<file path="config.mk">
export PLATFORM = sky130hd
export DESIGN_NAME = id_ex_stage
export DESIGN_NICKNAME = d
export VERILOG_FILES = /design/src/rtl/id_ex_stage.sv
export SDC_FILE = /design/constraint.sdc
export NUM_CORES = 1
export LEC_CHECK = 0
export ABC_AREA = 0
export CELL_PAD_IN_SITES_DETAIL_PLACEMENT = 0
export CELL_PAD_IN_SITES_GLOBAL_PLACEMENT = 1
export CORE_ASPECT_RATIO = 1.4
export CORE_MARGIN = 2
export CORE_UTILIZATION = 31
export DETAILED_ROUTE_END_ITERATION = 7
export PLACE_DENSITY_LB_ADDON = 0.12
export SLEW_MARGIN = 20
export SYNTH_ARGS = -nofsm -noshare
export SYNTH_HDL_FRONTEND = slang
export SYNTH_SLANG_ARGS = --single-unit
export TNS_END_PERCENT = 100
</file>
<file path="constraint.sdc">
create_clock -name clk -period 6.1 [get_ports clk]
set_clock_uncertainty 0.2 [all_clocks]
set_input_delay 1.22 -clock clk [delete_from_list [all_inputs] [get_ports clk]]
set_output_delay 1.22 -clock clk [all_outputs]
set_load 0.01 [all_outputs]
</file>
<file path="src/rtl/id_ex_stage.sv">
// Decode/operand stage and ID/EX pipeline register: field decode, WB bypass,
// load-use stall with bubble insertion, branch flush and a saturating stall counter.
module id_ex_stage #(
   parameter int DATA_W    = 32,
   parameter int ADDR_W    = 5,
   parameter bit BYPASS_EN = 1'b1,
   parameter int CNT_W     = 16
) (
   input  logic              clk,
   input  logic              reset,
   input  logic              id_valid,
   input  logic [DATA_W-1:0] id_instr,
   input  logic [DATA_W-1:0] id_pc4,
   output logic              id_ready,
   output logic [ADDR_W-1:0] RdReg1,
   output logic [ADDR_W-1:0] RdReg2,
   input  logic [DATA_W-1:0] RdData1,
   input  logic [DATA_W-1:0] RdData2,
   input  logic              wb_RegWr,
   input  logic [ADDR_W-1:0] wb_WrReg,
   input  logic [DATA_W-1:0] wb_WrData,
   input  logic              flush,
   output logic              ex_valid,
   output logic [DATA_W-1:0] ex_rs_data,
   output logic [DATA_W-1:0] ex_rt_data,
   output logic [DATA_W-1:0] ex_imm,
   output logic [DATA_W-1:0] ex_pc4,
   output logic [ADDR_W-1:0] ex_dest,
   output logic              ex_RegWr,
   output logic              ex_mem_read,
   output logic              ex_mem_write,
   output logic              ex_branch,
   output logic              ex_alu_src,
   output logic [5:0]        ex_funct,
   output logic              ex_illegal,
   output logic [CNT_W-1:0]  stall_cnt
);

   localparam logic [5:0]        OP_RTYPE = 6'h00;
   localparam logic [5:0]        OP_ADDI  = 6'h08;
   localparam logic [5:0]        OP_LW    = 6'h23;
   localparam logic [5:0]        OP_SW    = 6'h2B;
   localparam logic [5:0]        OP_BEQ   = 6'h04;
   localparam logic [5:0]        FN_ADD   = 6'h20;
   localparam logic [ADDR_W-1:0] REG_ZERO = {ADDR_W{1'b0}};
   localparam logic [CNT_W-1:0]  CNT_MAX  = {CNT_W{1'b1}};
   localparam logic [CNT_W-1:0]  CNT_ONE  = {{(CNT_W-1){1'b0}}, 1'b1};

   logic [5:0]        opcode;
   logic [ADDR_W-1:0] rsAddr;
   logic [ADDR_W-1:0] rtAddr;
   logic [ADDR_W-1:0] rdAddr;
   logic              isRtype;
   logic              isAddi;
   logic              isLw;
   logic              isSw;
   logic              isBeq;
   logic              isLegal;
   logic              usesRt;
   logic [ADDR_W-1:0] destReg;
   logic              regWr;
   logic [DATA_W-1:0] immExt;
   logic [DATA_W-1:0] opA;
   logic [DATA_W-1:0] opB;
   logic              hazard;
   logic              stall;
   logic              loadInstr;
   logic              unusedShamt;

   // Selects the WB write data when it targets a nonzero register being read this cycle.
   function automatic logic [DATA_W-1:0] bypass(
      input logic [ADDR_W-1:0] rdAddrIn,
      input logic [DATA_W-1:0] rdDataIn,
      input logic              wrEn,
      input logic [ADDR_W-1:0] wrAddr,
      input logic [DATA_W-1:0] wrData
   );
      if (BYPASS_EN && wrEn && (wrAddr != REG_ZERO) && (wrAddr == rdAddrIn)) begin
         return wrData;
      end else begin
         return rdDataIn;
      end
   endfunction

   assign opcode      = id_instr[31:26];
   assign rsAddr      = id_instr[25:21];
   assign rtAddr      = id_instr[20:16];
   assign rdAddr      = id_instr[15:11];
   assign unusedShamt = ^id_instr[10:6];
   assign RdReg1      = rsAddr;
   assign RdReg2      = rtAddr;
   assign immExt      = {{(DATA_W-16){id_instr[15]}}, id_instr[15:0]};

   // Opcode decode into one-hot instruction classes.
   always_comb begin
      isRtype = 1'b0;
      isAddi  = 1'b0;
      isLw    = 1'b0;
      isSw    = 1'b0;
      isBeq   = 1'b0;
      case (opcode)
         OP_RTYPE: isRtype = 1'b1;
         OP_ADDI:  isAddi  = 1'b1;
         OP_LW:    isLw    = 1'b1;
         OP_SW:    isSw    = 1'b1;
         OP_BEQ:   isBeq   = 1'b1;
         default:  isRtype = 1'b0;
      endcase
   end

   assign isLegal = isRtype | isAddi | isLw | isSw | isBeq;
   assign usesRt  = isRtype | isSw | isBeq;

   // Destination register; anything that does not write back gets $0.
   always_comb begin
      destReg = REG_ZERO;
      if (isRtype) begin
         destReg = rdAddr;
      end else if (isAddi || isLw) begin
         destReg = rtAddr;
      end else begin
         destReg = REG_ZERO;
      end
   end

   assign regWr = (isRtype | isAddi | isLw) & (destReg != REG_ZERO);
   assign opA   = bypass(rsAddr, RdData1, wb_RegWr, wb_WrReg, wb_WrData);
   assign opB   = bypass(rtAddr, RdData2, wb_RegWr, wb_WrReg, wb_WrData);

   assign hazard = id_valid & ex_valid & ex_mem_read & (ex_dest != REG_ZERO) &
                   ((ex_dest == rsAddr) | ((ex_dest == rtAddr) & usesRt));
   // Flush kills the ID instruction outright, so a coincident hazard is moot.
   assign stall     = hazard & ~flush;
   assign loadInstr = id_valid & ~flush & ~stall & isLegal;
   assign id_ready  = ~stall;

   // ID/EX pipeline register: capture the decoded instruction or load a bubble.
   always_ff @(posedge clk or negedge reset) begin
      if (!reset) begin
         ex_valid     <= 1'b0;
         ex_rs_data   <= {DATA_W{1'b0}};
         ex_rt_data   <= {DATA_W{1'b0}};
         ex_imm       <= {DATA_W{1'b0}};
         ex_pc4       <= {DATA_W{1'b0}};
         ex_dest      <= REG_ZERO;
         ex_RegWr     <= 1'b0;
         ex_mem_read  <= 1'b0;
         ex_mem_write <= 1'b0;
         ex_branch    <= 1'b0;
         ex_alu_src   <= 1'b0;
         ex_funct     <= 6'h00;
      end else if (loadInstr) begin
         ex_valid     <= 1'b1;
         ex_rs_data   <= opA;
         ex_rt_data   <= opB;
         ex_imm       <= immExt;
         ex_pc4       <= id_pc4;
         ex_dest      <= destReg;
         ex_RegWr     <= regWr;
         ex_mem_read  <= isLw;
         ex_mem_write <= isSw;
         ex_branch    <= isBeq;
         ex_alu_src   <= isAddi | isLw | isSw;
         ex_funct     <= isRtype ? id_instr[5:0] : FN_ADD;
      end else begin
         ex_valid     <= 1'b0;
         ex_rs_data   <= {DATA_W{1'b0}};
         ex_rt_data   <= {DATA_W{1'b0}};
         ex_imm       <= {DATA_W{1'b0}};
         ex_pc4       <= {DATA_W{1'b0}};
         ex_dest      <= REG_ZERO;
         ex_RegWr     <= 1'b0;
         ex_mem_read  <= 1'b0;
         ex_mem_write <= 1'b0;
         ex_branch    <= 1'b0;
         ex_alu_src   <= 1'b0;
         ex_funct     <= 6'h00;
      end
   end

   // Sticky flag for an unsupported opcode reaching decode.
   always_ff @(posedge clk or negedge reset) begin
      if (!reset) begin
         ex_illegal <= 1'b0;
      end else if (id_valid && !flush && !isLegal) begin
         ex_illegal <= 1'b1;
      end else begin
         ex_illegal <= ex_illegal;
      end
   end

   // Saturating count of load-use stall cycles.
   always_ff @(posedge clk or negedge reset) begin
      if (!reset) begin
         stall_cnt <= {CNT_W{1'b0}};
      end else if (stall && (stall_cnt != CNT_MAX)) begin
         stall_cnt <= stall_cnt + CNT_ONE;
      end else begin
         stall_cnt <= stall_cnt;
      end
   end

endmodule

</file>
==> After elaboration in Yosys (flattened, before gate mapping) <==
Index checks and enable logic that the tools add are counted.
{ "totals": {"regBits": 162, "latchBits": 0, "ramBits": 0, "rom_bits": 0, "inputBits": 170, "out_inout_bits": 173, "elab_cells": 80, "memories": 0} }
{ "classes": {"addsub": 1, "n_mul": 0, "div": 0, "order_cmp": 0, "n_eq_ne": 9, "n_shift": 0, "muxes": 22, "bitwise": 21, "n_reduce_logical": 13} }
{ "ops": {"columns": ["operator", "n"], "rows": [
  ["32-bit two-way mux", 6],
  ["5-bit equality test", 4],
  ["16-bit by 1-bit adder with 16-bit output, second input constant", 1],
  ["16-bit != test, second input constant", 1],
  ["5-bit two-way mux", 3],
  ["5-bit nonzero test", 3],
  ["6-bit equality test, second input constant", 2],
  ["6-bit two-way mux", 2],
  ["1-bit two-way mux", 11],
  ["1-bit bitwise AND", 10],
  ["1-bit OR", 9],
  ["6-bit by 3-bit equality test with 1-bit output, second input constant", 1],
  ["6-bit by 4-bit equality test with 1-bit output, second input constant", 1],
  ["1-bit logical AND", 6],
  ["6-bit logical NOT", 1],
  ["1-bit logical NOT", 2],
  ["1-bit inverter", 2],
  ["1-bit logical OR", 1]
]} }

==> Logic depth before layout (Yosys ltp) <==
Gate-level depths: netlist of the first run.
{ "depth": {"depth_word": 12, "ltp_mapped": 8, "depth_no_buf": 7} }

==> Least setup slack after synthesis of the first run <==
No wires, ideal clock.
{ "synth_path": {"kind": "input to output", "startpoint": "in id_valid", "endpoint": "out id_ready", "t_arrival_ns": 2.302, "required_time_ns": 4.680, "slack_ns": 2.378, "cell_stages": 4, "path_buffers": 0, "path_cell_list": "nor2b_1 o2111ai_2 a2111oi_2 nor2_4"} }
{ "synth_between": {"elab_chain_cells": 6} }
{ "synth_lines": {"columns": ["item", "line_no", "source"], "rows": [
  ["start, declared", "11", "input logic id_valid,"],
  ["1-bit bitwise AND (4 in series)", "130", "assign hazard = id_valid & ex_valid & ex_mem_read & (ex_dest != REG_ZERO) &"],
  ["1-bit bitwise AND", "133", "assign stall = hazard & ~flush;"],
  ["1-bit inverter", "135", "assign id_ready = ~stall;"],
  ["end, declared", "14", "output logic id_ready,"]
]} }
Every way passes these cells.

==> Worst setup path in the final report of the first run <==
{ "layout_path": {"startpoint": "in id_instr[27]", "endpoint": "out id_ready"} }
{ "layout_between": {"elab_chain_cells": 9, "elab_cells_between_ends": 13, "classes_between": "eq/ne (2); mux (3); bitwise (7); reduce/logical (1)"} }
{ "layout_lines": {"columns": ["item", "line_no", "source"], "rows": [
  ["start, declared", "12", "input logic [DATA_W-1:0] id_instr,"],
  ["6-bit equality test or 6-bit logical NOT (tied branches)", "101", "case (opcode)"],
  ["1-bit two-way mux", "101", null],
  ["1-bit OR", "112", "assign usesRt = isRtype | isSw | isBeq;"],
  ["1-bit OR (*)", "112", null],
  ["1-bit bitwise AND (*)", "131", "((ex_dest == rsAddr) | ((ex_dest == rtAddr) & usesRt));"],
  ["1-bit OR (*)", "131", null],
  ["1-bit bitwise AND (*)", "130", null],
  ["1-bit bitwise AND (*)", "133", null],
  ["1-bit inverter (*)", "135", null]
]} }
Mark *: on every way between the ends. The rest lies on a longest branch, timed or not.

==> results of run 1 <==
registers in the layout (all words and copies together), names as in the netlist:
signal,count
ex_mem_read,1
ex_imm,16
ex_alu_src,1
ex_branch,1
ex_valid,1
ex_funct,6
ex_dest,5
ex_illegal,1
ex_RegWr,1
ex_pc4,32
ex_rs_data,32
ex_mem_write,1
ex_rt_data,32
stall_cnt,16
layout by cell type, fill, tap and decap left out, drive strengths merged, types with 2 or more instances in the layout:
cell type and n:
clkdlybuf4s50 341, dfrtp 146, nor2 75, mux2i 64
and2 49, xnor2 24, clkbuf 19, xor2 10
nand2 10, and3 10, nand3 8, nand4 7
nor3 7, buf 7, inv 7, clkinvlp 6
a22oi 5, or4 4, a21oi 4, nand2b 3
o21ai 3, nor4 3, nor4b 2, and4 2
mux2 2, clkinv 2, a2111oi 2
kinds of logic (layout without fill, tap and decap cells):
kind of cell | Yosys count | count (layout) | synth area share
and+or+nand+nor | 183 | 183 | 0.161
muxes | 66 | 66 | 0.109
DFF | 146 | 146 | 0.599
AOI/OAI and AO/OA | 17 | 17 | 0.0213
adders and majority gates | 1 | 1 | 0.00205
xor gates and xnor gates | 34 | 34 | 0.0488
buffers and inverters | 53 | 383 | 0.0592
layout make-up:
type / count / area, µm²
inverters: 3 / 11.3
multi-input cells: 301 / 2110
repair buffers: 348 / 3470
well taps: 248 / 310
flip-flops and latches: 146 / 3650
clock buffers: 19 / 443
fillers: 1681 / 9170
clock inverters: 13 / 128
cell usage after synthesis, drive strengths merged (3+ instances only):
| cell type | instances | area [µm²] |
|---|---|---|
| nor2 | 75 | 289 |
| nand2b | 3 | 18.8 |
| and2 | 49 | 307 |
| nor3 | 7 | 35.0 |
| inv | 3 | 11.3 |
| buf | 46 | 335 |
| o21ai | 3 | 15.0 |
| and3 | 10 | 62.6 |
| nand3 | 8 | 52.6 |
| nand2 | 10 | 37.5 |
| nand4 | 7 | 43.8 |
| or4 | 4 | 30.0 |
| xor2 | 10 | 87.6 |
| mux2i | 64 | 641 |
| a21oi | 4 | 20.0 |
| a22oi | 5 | 37.5 |
| clkbuf | 4 | 15.0 |
| xnor2 | 24 | 210 |
| nor4 | 3 | 37.5 |
| dfrtp | 146 | 3650 |
critical path, cell delays in order:
cell and delay [ps]:
sky130_fd_sc_hd__clkdlybuf4s50_1 430, sky130_fd_sc_hd__nor3_1 380, sky130_fd_sc_hd__nand2b_1 220, sky130_fd_sc_hd__a2111oi_2 520
sky130_fd_sc_hd__nor2_4 100, sky130_fd_sc_hd__clkdlybuf4s50_1 510
layer usage:
layer  wire length [µm]  vias up
li1                   -     2272
met5                  0        -
met1               6660     2317
met3               1970       21
met2              10400      219
met4                376        0
stage by stage:
stage               hold WS, ps  power, W  instances   util
global route                324   0.00229       1078  0.525
CTS                         296   0.00224       1078  0.525
finish                      289   0.00220       1078  0.525
floorplan                   313   0.00105        500      -
detailed placement          282   0.00121       1046  0.495
global placement            271   0.00121       1046  0.495
power breakdown:
| part | switching, W | total (W) | internal [W] |
|---|---|---|---|
| Sequential | 0.00000181 | 0.000976 | 0.000974 |
| Combinational | 0.0000819 | 0.000217 | 0.000135 |
| Clock | 0.000430 | 0.00101 | 0.000578 |
| Total | 0.000513 | 0.00220 | 0.00169 |
path summary, 6_finish.rpt:
| kind | cells after the start | slack (ps) | end |
|---|---|---|---|
| setup / recovery | 6 | 1290 | id_ready |
| hold / removal | 1 | 290 | stall_cnt[11] |
| setup reg to reg | 7 | 2920 | ex_alu_src |
| hold reg to reg | 1 | 290 | stall_cnt[11] |
| max in group asynchronous | 2 | 4190 | ex_funct[2] |
| min in group asynchronous | 1 | 440 | stall_cnt[11] |
==> results.txt, run 1 <==
----------------------------------------------------
[Worst setup path]
  Crit path capture type ... output pin
  Source of the worst register-to-register timing path ... ex_dest[2]
  Type of the worst setup path ... primary input to output pin
  First element of the critical path ... id_instr[27]
  Required time of the worst setup path ... 4680 ps
  Critical path fanouts, max ... 6
  Setup crit start kind ... primary input
  Crit path DAT ... roughly 3400 ps

[GRT]
  GR Util met1 ... 0.191
  Wire length of the first global-routing pass ... ~29000 µm
  Most used routing layer ... met2
  Met2 Usage GRT ... 0.336
  Met3 track demand over resource ... 0.0801
  Antenna violations before repair ... 0
  Grt total ovfl ... 0
  Number of global-route vias before repair ... 5161
  All-layer global routing usage ... 0.186
  Pin count of the biggest net entering global routing ... 63

[Power and ir drop]
  Power per unit of standard cell area ... ~220 nW/µm²
  Lkg Pwr ... 4.24 nW
  Peak ir drop on the vdd network ... roughly 0.15 mV

[Floorplanning]
  Die Span X ... ~120 µm
  Total Die Area ... 20800 µm²
  Die boundary height ... 170 µm
  Number of placement rows ... 60
  Number of top-level pins ... 343
  Initial Util ... 0.316
  Core box area ... 19300 µm²

[Synth]
  Combined area of all synthesized cells ... about 6100 µm²
  Ys Warns ... 0
  Share of flip-flops with an asynchronous set or reset after synthesis ... 1.00
  Flop and latch count out of synthesis ... 146
  Post-synthesis area per instance ... roughly 12 µm²
  Cell count after synthesis ... 500
  Number of enable-type register cells in the synthesized netlist ... 0
  Post-synth net total ... 671
  Primary flip-flop cell chosen by synthesis mapping ... sky130_fd_sc_hd__dfrtp_1
  Fraction of the yosys area taken by sequential cells ... 0.599
  Synth cell types ... 37

[STA]
  Endpoints failing hold ... 0
  Max-slew violations ... 0
  Total of endpoints with negative setup slack in the final report ... 0
  Period utilization ... 0.788
  Tmin final ... 4810 ps
  Normalized max-slew margin ... 0.447
  Fmax ... around 210 MHz
  Setup total negative slack ... 0 ps
  Transition time at the pin with the least slew margin ... 825 ps
  Setup repair after global routing missed its margin ... no
  Post-route worst setup slack ... roughly 1300 ps

[Drt]
  Detailed-router iteration count before antenna repair ... 4
  Final routed DRC violation total ... 0
  Post-DRT Antenna Nets ... 0
  Routed length per instance ... 18.0 µm
  Number of DRC markers after the initial detailed-route iteration ... roughly 200
  Per-cell via count in the routed design ... 4.48
  Total Wirelength ... around 19000 µm
  Overall via count from detail_route ... just under 5000

[Clock network]
  Clock edge transition at the registers on the reported setup and hold paths ... approximately 60 ps
  Count of cells resized by post-cts repair ... 0
  Max Root-Sink Buffers ... 2
  Clock Latency Late Sink ... 420 ps
  Post CTS Setup Buffer Count ... 0
  CTS Hold Bufs ... 0
  TritonCTS buffer count ... 17
  Clock sink count ... 146
  Clock tree from TritonCTS ... yes
  Level count of the clock H-tree ... 4
  CTS Root Buffer Type ... sky130_fd_sc_hd__clkbuf_16

[Run]
  Max Cap Viol ... 0

[Placed design]
  I/O Buffers ... 342
  Worst slack at placement ... 1250 ps
  Area after detailed placement ... 9560 µm²
  Final HPWL DP ... roughly 15000 µm
  Final weighted congestion in routability-driven placement ... 0.738

[Outcome]
  Status ... finished clean

[Min path]
  Worst min path class ... flip-flop to flip-flop
  Origin of the worst min-delay path ... stall_cnt[11]

[Finish]
  Area growth, synth to finish ... 65.9%
  Antenna Diode Count ... 0
  Ratio of cells with drive above 1 in the final layout ... 0.0627
  Final layout net count ... 988
  Final std cell area, no fill ... a little over 10000 µm²

----------------------------------------------------
No activity file was read; power rests on OpenSTA's default activity.
==> inputs of run 2 (changes only) <==
--- a/config.mk
+++ b/config.mk
@@ -10,7 +10,7 @@
 export CELL_PAD_IN_SITES_GLOBAL_PLACEMENT = 1
 export CORE_ASPECT_RATIO = 1.4
 export CORE_MARGIN = 2
-export CORE_UTILIZATION = 31
+export CORE_UTILIZATION = 26
 export DETAILED_ROUTE_END_ITERATION = 7
 export PLACE_DENSITY_LB_ADDON = 0.12
 export SLEW_MARGIN = 20
==> constraint.sdc (replaced) <==
create_clock -name clk -period 4.4 [get_ports clk]
set_clock_uncertainty 0.2 [all_clocks]
set_input_delay 0.88 -clock clk [delete_from_list [all_inputs] [get_ports clk]]
set_output_delay 0.88 -clock clk [all_outputs]
set_load 0.01 [all_outputs]
==> run 2 against run 1 <==
Net effect:
- register-to-register slack lost 1400 ps
- core utilization is 7.9 points lower
- routed wire length rose by 6.4%
- cell count increased by 6.4%
==> results.txt, run 2 (synthesis results as in run 1) <==
----------------------------------------------------
[STA]
  Max-slew violations ... 0
  Setup repair after global routing missed its margin ... no
  Setup total negative slack ... 0 ps
  Fmax ... 248 MHz
  Endpoints failing hold ... 0
  Post-route worst setup slack ... 364 ps
  Tmin final ... 4040 ps
  Normalized max-slew margin ... 0.391
  Transition time at the pin with the least slew margin ... 908 ps
  Period utilization ... 0.917
  Total of endpoints with negative setup slack in the final report ... 0

[Floorplanning]
  Core box area ... 23100 µm²
  Number of placement rows ... 66
  Initial Util ... 0.264
  Total Die Area ... 24700 µm²
  Number of top-level pins ... roughly 340
  Die Span X ... 133 µm
  Die boundary height ... approximately 190 µm

[Power and ir drop]
  Peak ir drop on the vdd network ... 0.226 mV
  Power per unit of standard cell area ... approximately 300 nW/µm²
  Lkg Pwr ... 4.32 nW

[GRT]
  Grt total ovfl ... 0
  Number of global-route vias before repair ... 5286
  Most used routing layer ... met2
  All-layer global routing usage ... 0.166
  Met2 Usage GRT ... 0.301
  Pin count of the biggest net entering global routing ... 84
  Met3 track demand over resource ... 0.0594
  Antenna violations before repair ... 1
  Wire length of the first global-routing pass ... 30700 µm
  GR Util met1 ... 0.177

[Clock network]
  Clock edge transition at the registers on the reported setup and hold paths ... 60 ps
  Clock tree from TritonCTS ... yes
  Count of cells resized by post-cts repair ... 0
  Level count of the clock H-tree ... 4
  CTS Hold Bufs ... 0
  Clock Latency Late Sink ... around 410 ps
  TritonCTS buffer count ... 17
  Clock sink count ... 146
  Post CTS Setup Buffer Count ... 0
  CTS Root Buffer Type ... sky130_fd_sc_hd__clkbuf_16
  Max Root-Sink Buffers ... 2

[Drt]
  Routed length per instance ... between 15 and 20 µm
  Detailed-router iteration count before antenna repair ... 4
  Per-cell via count in the routed design ... 4.27
  Number of DRC markers after the initial detailed-route iteration ... 146
  Final routed DRC violation total ... 0
  Post-DRT Antenna Nets ... 0
  Overall via count from detail_route ... between 4000 and 5000
  Total Wirelength ... 20700 µm

[Worst setup path]
  Count of buffering cells on the critical path with inverters included ... 2
  Type of the worst setup path ... primary input to output pin
  Most Frequent Cell on Critical Path ... sky130_fd_sc_hd__clkdlybuf4s50_1
  Slowest cell on the critical path ... sky130_fd_sc_hd__clkdlybuf4s50_1
  Dominant delay contributor by cell family on the critical path ... buffers and inverters
  Critical path fanouts, max ... 6
  Required time of the worst setup path ... 3320 ps
  Largest incremental delay on the critical path ... 520 ps
  Crit path capture type ... output pin
  Crit path DAT ... roughly 3000 ps
  Setup crit start kind ... primary input
  Crit path cell chain ... clkdlybuf4s50_1 > nor3_1 > nand2b_1 > a2111oi_2 > nor2_4 > clkdlybuf4s50_1

[Finish]
  Leading cell type in the layout, fill and taps excluded ... sky130_fd_sc_hd__clkdlybuf4s50_1
  Top library cells by usage in the layout, fill and taps aside ... sky130_fd_sc_hd__clkdlybuf4s50_1 (341), sky130_fd_sc_hd__dfrtp_1 (146), sky130_fd_sc_hd__nor2_1 (74)
  Area growth, synth to finish ... 69.1%
  Number of filler instances in the final layout ... 2154
  Largest registers ranked by flip-flop count ... ex_pc4: 32 flops, ex_rs_data: 32 flops, ex_rt_data: 32 flops
  Ratio of cells with drive above 1 in the final layout ... 0.0716
  Final layout net count ... 997

[Outcome]
  Status ... finished clean

[Min path]
  Worst min path class ... flip-flop to flip-flop

[Placed design]
  Final weighted congestion in routability-driven placement ... 0.745
  I/O Buffers ... 342
  Final HPWL DP ... 15700 µm
  Worst slack at placement ... 329 ps

[Run]
  Max Cap Viol ... 0

----------------------------------------------------
[run 2: changes by cell type in the layout (fill, tap and decap cells not counted), sizes merged]
| cell | previous run | this run |
|---|---|---|
| inv | 7 | 8 |
| buf | 7 | 16 |
| bufinv | 1 | 3 |
| clkbuf | 19 | 18 |
| diode | 0 | 3 |
| clkinvlp | 6 | 2 |
| clkinv | 2 | 3 |
[run 2: final cells by class]
class,count,area (µm²),area share
Timing Repair Buffer,357,3550,0.344
Inverter,3,11.3,0.00109
Clock buffer,18,429,0.0416
Clock inverter,13,174,0.0169
Antenna cell,3,7.51,0.000728
Sequential cell,146,3650,0.354
Multi-Input combinational cell,301,2110,0.205
Tap cell,306,383,0.0371
[run 2: path summary, 6_finish.rpt]
check                                  start        endpoint  slack [ps]  depth (start not counted)
worst max-delay path            id_instr[27]        id_ready         360                          6
min in group asynchronous              reset  ex_rs_data[19]         310                          1
max in group asynchronous              reset   ex_rs_data[9]        2850                          2
worst min register to register    ex_illegal      ex_illegal         280                          1
worst min-delay path              ex_illegal      ex_illegal         280                          1
worst max register to register    ex_dest[1]     ex_funct[3]        1480                          7
[run 2: per-stage QoR]
step,std cells,hold WS [ps],total power [W],utilization,area [µm²]
2_1_floorplan,500,313,0.00145,-,6100
3_3_place_gp,1113,265,0.00169,0.420,9710
3_5_place_dp,1113,274,0.00169,0.420,9710
4_1_cts,1144,287,0.00322,0.446,10300
5_1_grt,1145,333,0.00330,0.446,10300
6_report,1147,280,0.00316,0.446,10300
[run 2: power by group]
group	internal, W	switching [W]	total, W
Combinational	0.000193	0.000118	0.000310
Clock	0.000901	0.000598	0.00150
Sequential	0.00135	0.00000251	0.00135
Total	0.00244	0.000718	0.00316
[run 2: routing by layer]
layer / up-vias / part of all wire / routed length (µm)
met5: - / 0 / 0
met2: 212 / 0.53 / 11000
met4: 0 / 0.016 / 330
li1: 2292 / - / -
met1: 2382 / 0.37 / 7660
met3: 13 / 0.078 / 1620
==> inputs of run 3 (changes only) <==
--- a/config.mk
+++ b/config.mk
@@ -9,7 +9,6 @@
 export CELL_PAD_IN_SITES_DETAIL_PLACEMENT = 0
 export CELL_PAD_IN_SITES_GLOBAL_PLACEMENT = 1
 export CORE_ASPECT_RATIO = 1.4
-export CORE_MARGIN = 2
 export CORE_UTILIZATION = 26
 export DETAILED_ROUTE_END_ITERATION = 7
 export PLACE_DENSITY_LB_ADDON = 0.12
==> run 3 against run 2 <==
Net effect:
- clock-buffer cell count up 4
- register-to-register slack improved by 90 ps
- critical path depth unchanged
- via count is 0.59% higher
- sequential cell count is the same
- routed wire length decreased by 1.4%
- global-route usage grew 0.79 points
- non-clock buffer count decreased by 5
- sequential power about the same
- highest routed layer unchanged
==> results.txt, run 3 (synthesis results as in run 1) <==
----------------------------------------------------
[Outcome]
  Status ... finished clean

[Drt]
  Post-DRT Antenna Nets ... 0
  Overall via count from detail_route ... 4928
  Routed length per instance ... 17.9 µm
  Final routed DRC violation total ... 0
  Per-cell via count in the routed design ... 4.32
  Number of DRC markers after the initial detailed-route iteration ... 147
  Detailed-router iteration count before antenna repair ... 4
  Total Wirelength ... 20400 µm

[Clock network]
  Clock edge transition at the registers on the reported setup and hold paths ... 60 ps
  Level count of the clock H-tree ... 4
  Clock Latency Late Sink ... ~420 ps
  Clock sink count ... 146
  Count of cells resized by post-cts repair ... 0
  CTS Hold Bufs ... 0
  CTS Root Buffer Type ... sky130_fd_sc_hd__clkbuf_16
  Clock tree from TritonCTS ... yes
  Max Root-Sink Buffers ... 2
  Post CTS Setup Buffer Count ... 0
  TritonCTS buffer count ... 17

[Worst setup path]
  Number of cell instances on the worst register-to-register path ... 7
  Setup slack of the worst register-to-register path ... 1570 ps
  Crit path cell chain ... clkdlybuf4s50_1 > nor3_1 > nand2b_1 > a2111oi_2 > nor2_4 > clkdlybuf4s50_1
  Crit path DAT ... between 2000 and 3000 ps
  Slowest cell on the critical path ... sky130_fd_sc_hd__clkdlybuf4s50_1
  Largest incremental delay on the critical path ... 510 ps
  Source of the worst register-to-register timing path ... ex_dest[2]
  Reg-to-reg critical path endpoint ... ex_funct[0]
  Most Frequent Cell on Critical Path ... sky130_fd_sc_hd__clkdlybuf4s50_1
  Crit path capture type ... output pin
  Type of the worst setup path ... primary input to output pin
  Setup crit start kind ... primary input
  Critical path fanouts, max ... 6
  Required time of the worst setup path ... ~3300 ps

[STA]
  Tmin final ... 4020 ps
  Transition time at the pin with the least slew margin ... 913 ps
  Fmax ... between 200 and 250 MHz
  Endpoints failing hold ... 0
  Max-slew violations ... 0
  Setup total negative slack ... 0 ps
  Setup repair after global routing missed its margin ... no
  Period utilization ... 0.915
  Post-route worst setup slack ... 376 ps
  Normalized max-slew margin ... 0.388
  Total of endpoints with negative setup slack in the final report ... 0

[Placed design]
  Final weighted congestion in routability-driven placement ... 0.797
  I/O Buffers ... 342
  Final HPWL DP ... ~15000 µm
  Worst slack at placement ... 338 ps
  Area after detailed placement ... 9670 µm²

[GRT]
  Number of global-route vias before repair ... 5333
  All-layer global routing usage ... 0.174
  Antenna violations before repair ... 1
  Pin count of the biggest net entering global routing ... 92
  Grt total ovfl ... 0
  Wire length of the first global-routing pass ... 31100 µm

[Finish]
  Final layout net count ... 992
  Number of filler instances in the final layout ... 2141
  Largest registers ranked by flip-flop count ... ex_pc4: 32 flops, ex_rs_data: 32 flops, ex_rt_data: 32 flops
  Leading cell type in the layout, fill and taps excluded ... sky130_fd_sc_hd__clkdlybuf4s50_1
  Final std cell area, no fill ... 10300 µm²
  Combined area of the multi-input logic cells ... 2110 µm²
  Sequential cell area ... 3650 µm²
  Top library cells by usage in the layout, fill and taps aside ... sky130_fd_sc_hd__clkdlybuf4s50_1 (341), sky130_fd_sc_hd__dfrtp_1 (146), sky130_fd_sc_hd__nor2_1 (74)
  Area growth, synth to finish ... 68.9%
  Ratio of cells with drive above 1 in the final layout ... 0.0635

[Floorplanning]
  Total Die Area ... 24100 µm²
  Initial Util ... 0.264
  Die Span X ... 131 µm
  Number of top-level pins ... 343
  Core box area ... 23100 µm²
  Die boundary height ... 183 µm
  Number of placement rows ... 66

[Power and ir drop]
  Lkg Pwr ... approximately 4.3 nW
  Peak ir drop on the vdd network ... 0.239 mV
  Post-layout total power ... 0.00324 W
  Power per unit of standard cell area ... between 300 and 400 nW/µm²

[Run]
  Max Cap Viol ... 0

[Min path]
  Worst min path class ... primary input to async pin

----------------------------------------------------
==> run 3: changes by cell type in the layout (fill, tap and decap cells not counted), sizes merged <==
cell	delta
clkinvlp	-1
clkinv	+1
inv	-5
clkbuf	+4
buf	-5
bufinv	+2
diode	-2
==> run 3: area by class of cell <==
type,instances,share of cell area
multi-input cells,301,0.205
well taps,306,0.0371
clock buffers,22,0.0441
diodes,1,0.000243
inverters,3,0.00109
flip-flops and latches,146,0.354
clock inverters,10,0.0176
repair buffers,352,0.341
==> run 3: how the worst max path moves through the flow <==
stage	startpoint	to	cells past startpoint
2_1_floorplan	id_valid	id_ready	4
3_3_place_gp	id_instr[27]	id_ready	6
3_5_place_dp	id_instr[27]	id_ready	6
4_1_cts	id_instr[27]	id_ready	6
5_1_grt	id_instr[26]	id_ready	6
6_report	id_instr[27]	id_ready	6
==> run 3: power by group <==
part	switching (W)	internal, W
Combinational	0.000117	0.000190
Clock	0.000559	0.00102
Sequential	0.00000255	0.00135
==> run 3: worst max-delay path: cells and delay by family <==
kind / cells / cell delay, ps
buffers and inverters: 2 / 940
AND/OR/NAND/NOR: 3 / 620
AO/OA/AOI/OAI: 1 / 490
==> run 3: stage by stage <==
step / std cells / hold WS [ps] / util
final: 1141 / 291 / 0.446
after global placement: 1108 / 272 / 0.418
after CTS: 1140 / 291 / 0.446
after floorplan: 500 / 313 / -
after global routing: 1141 / 325 / 0.446
after detailed placement: 1108 / 275 / 0.418
==> run 3: layer usage <==
metal / GRT usage / part of all wire
met5: 0 / 0
met4: 0.0716 / 0.019
met3: 0.0713 / 0.091
met2: 0.316 / 0.54
met1: 0.174 / 0.35
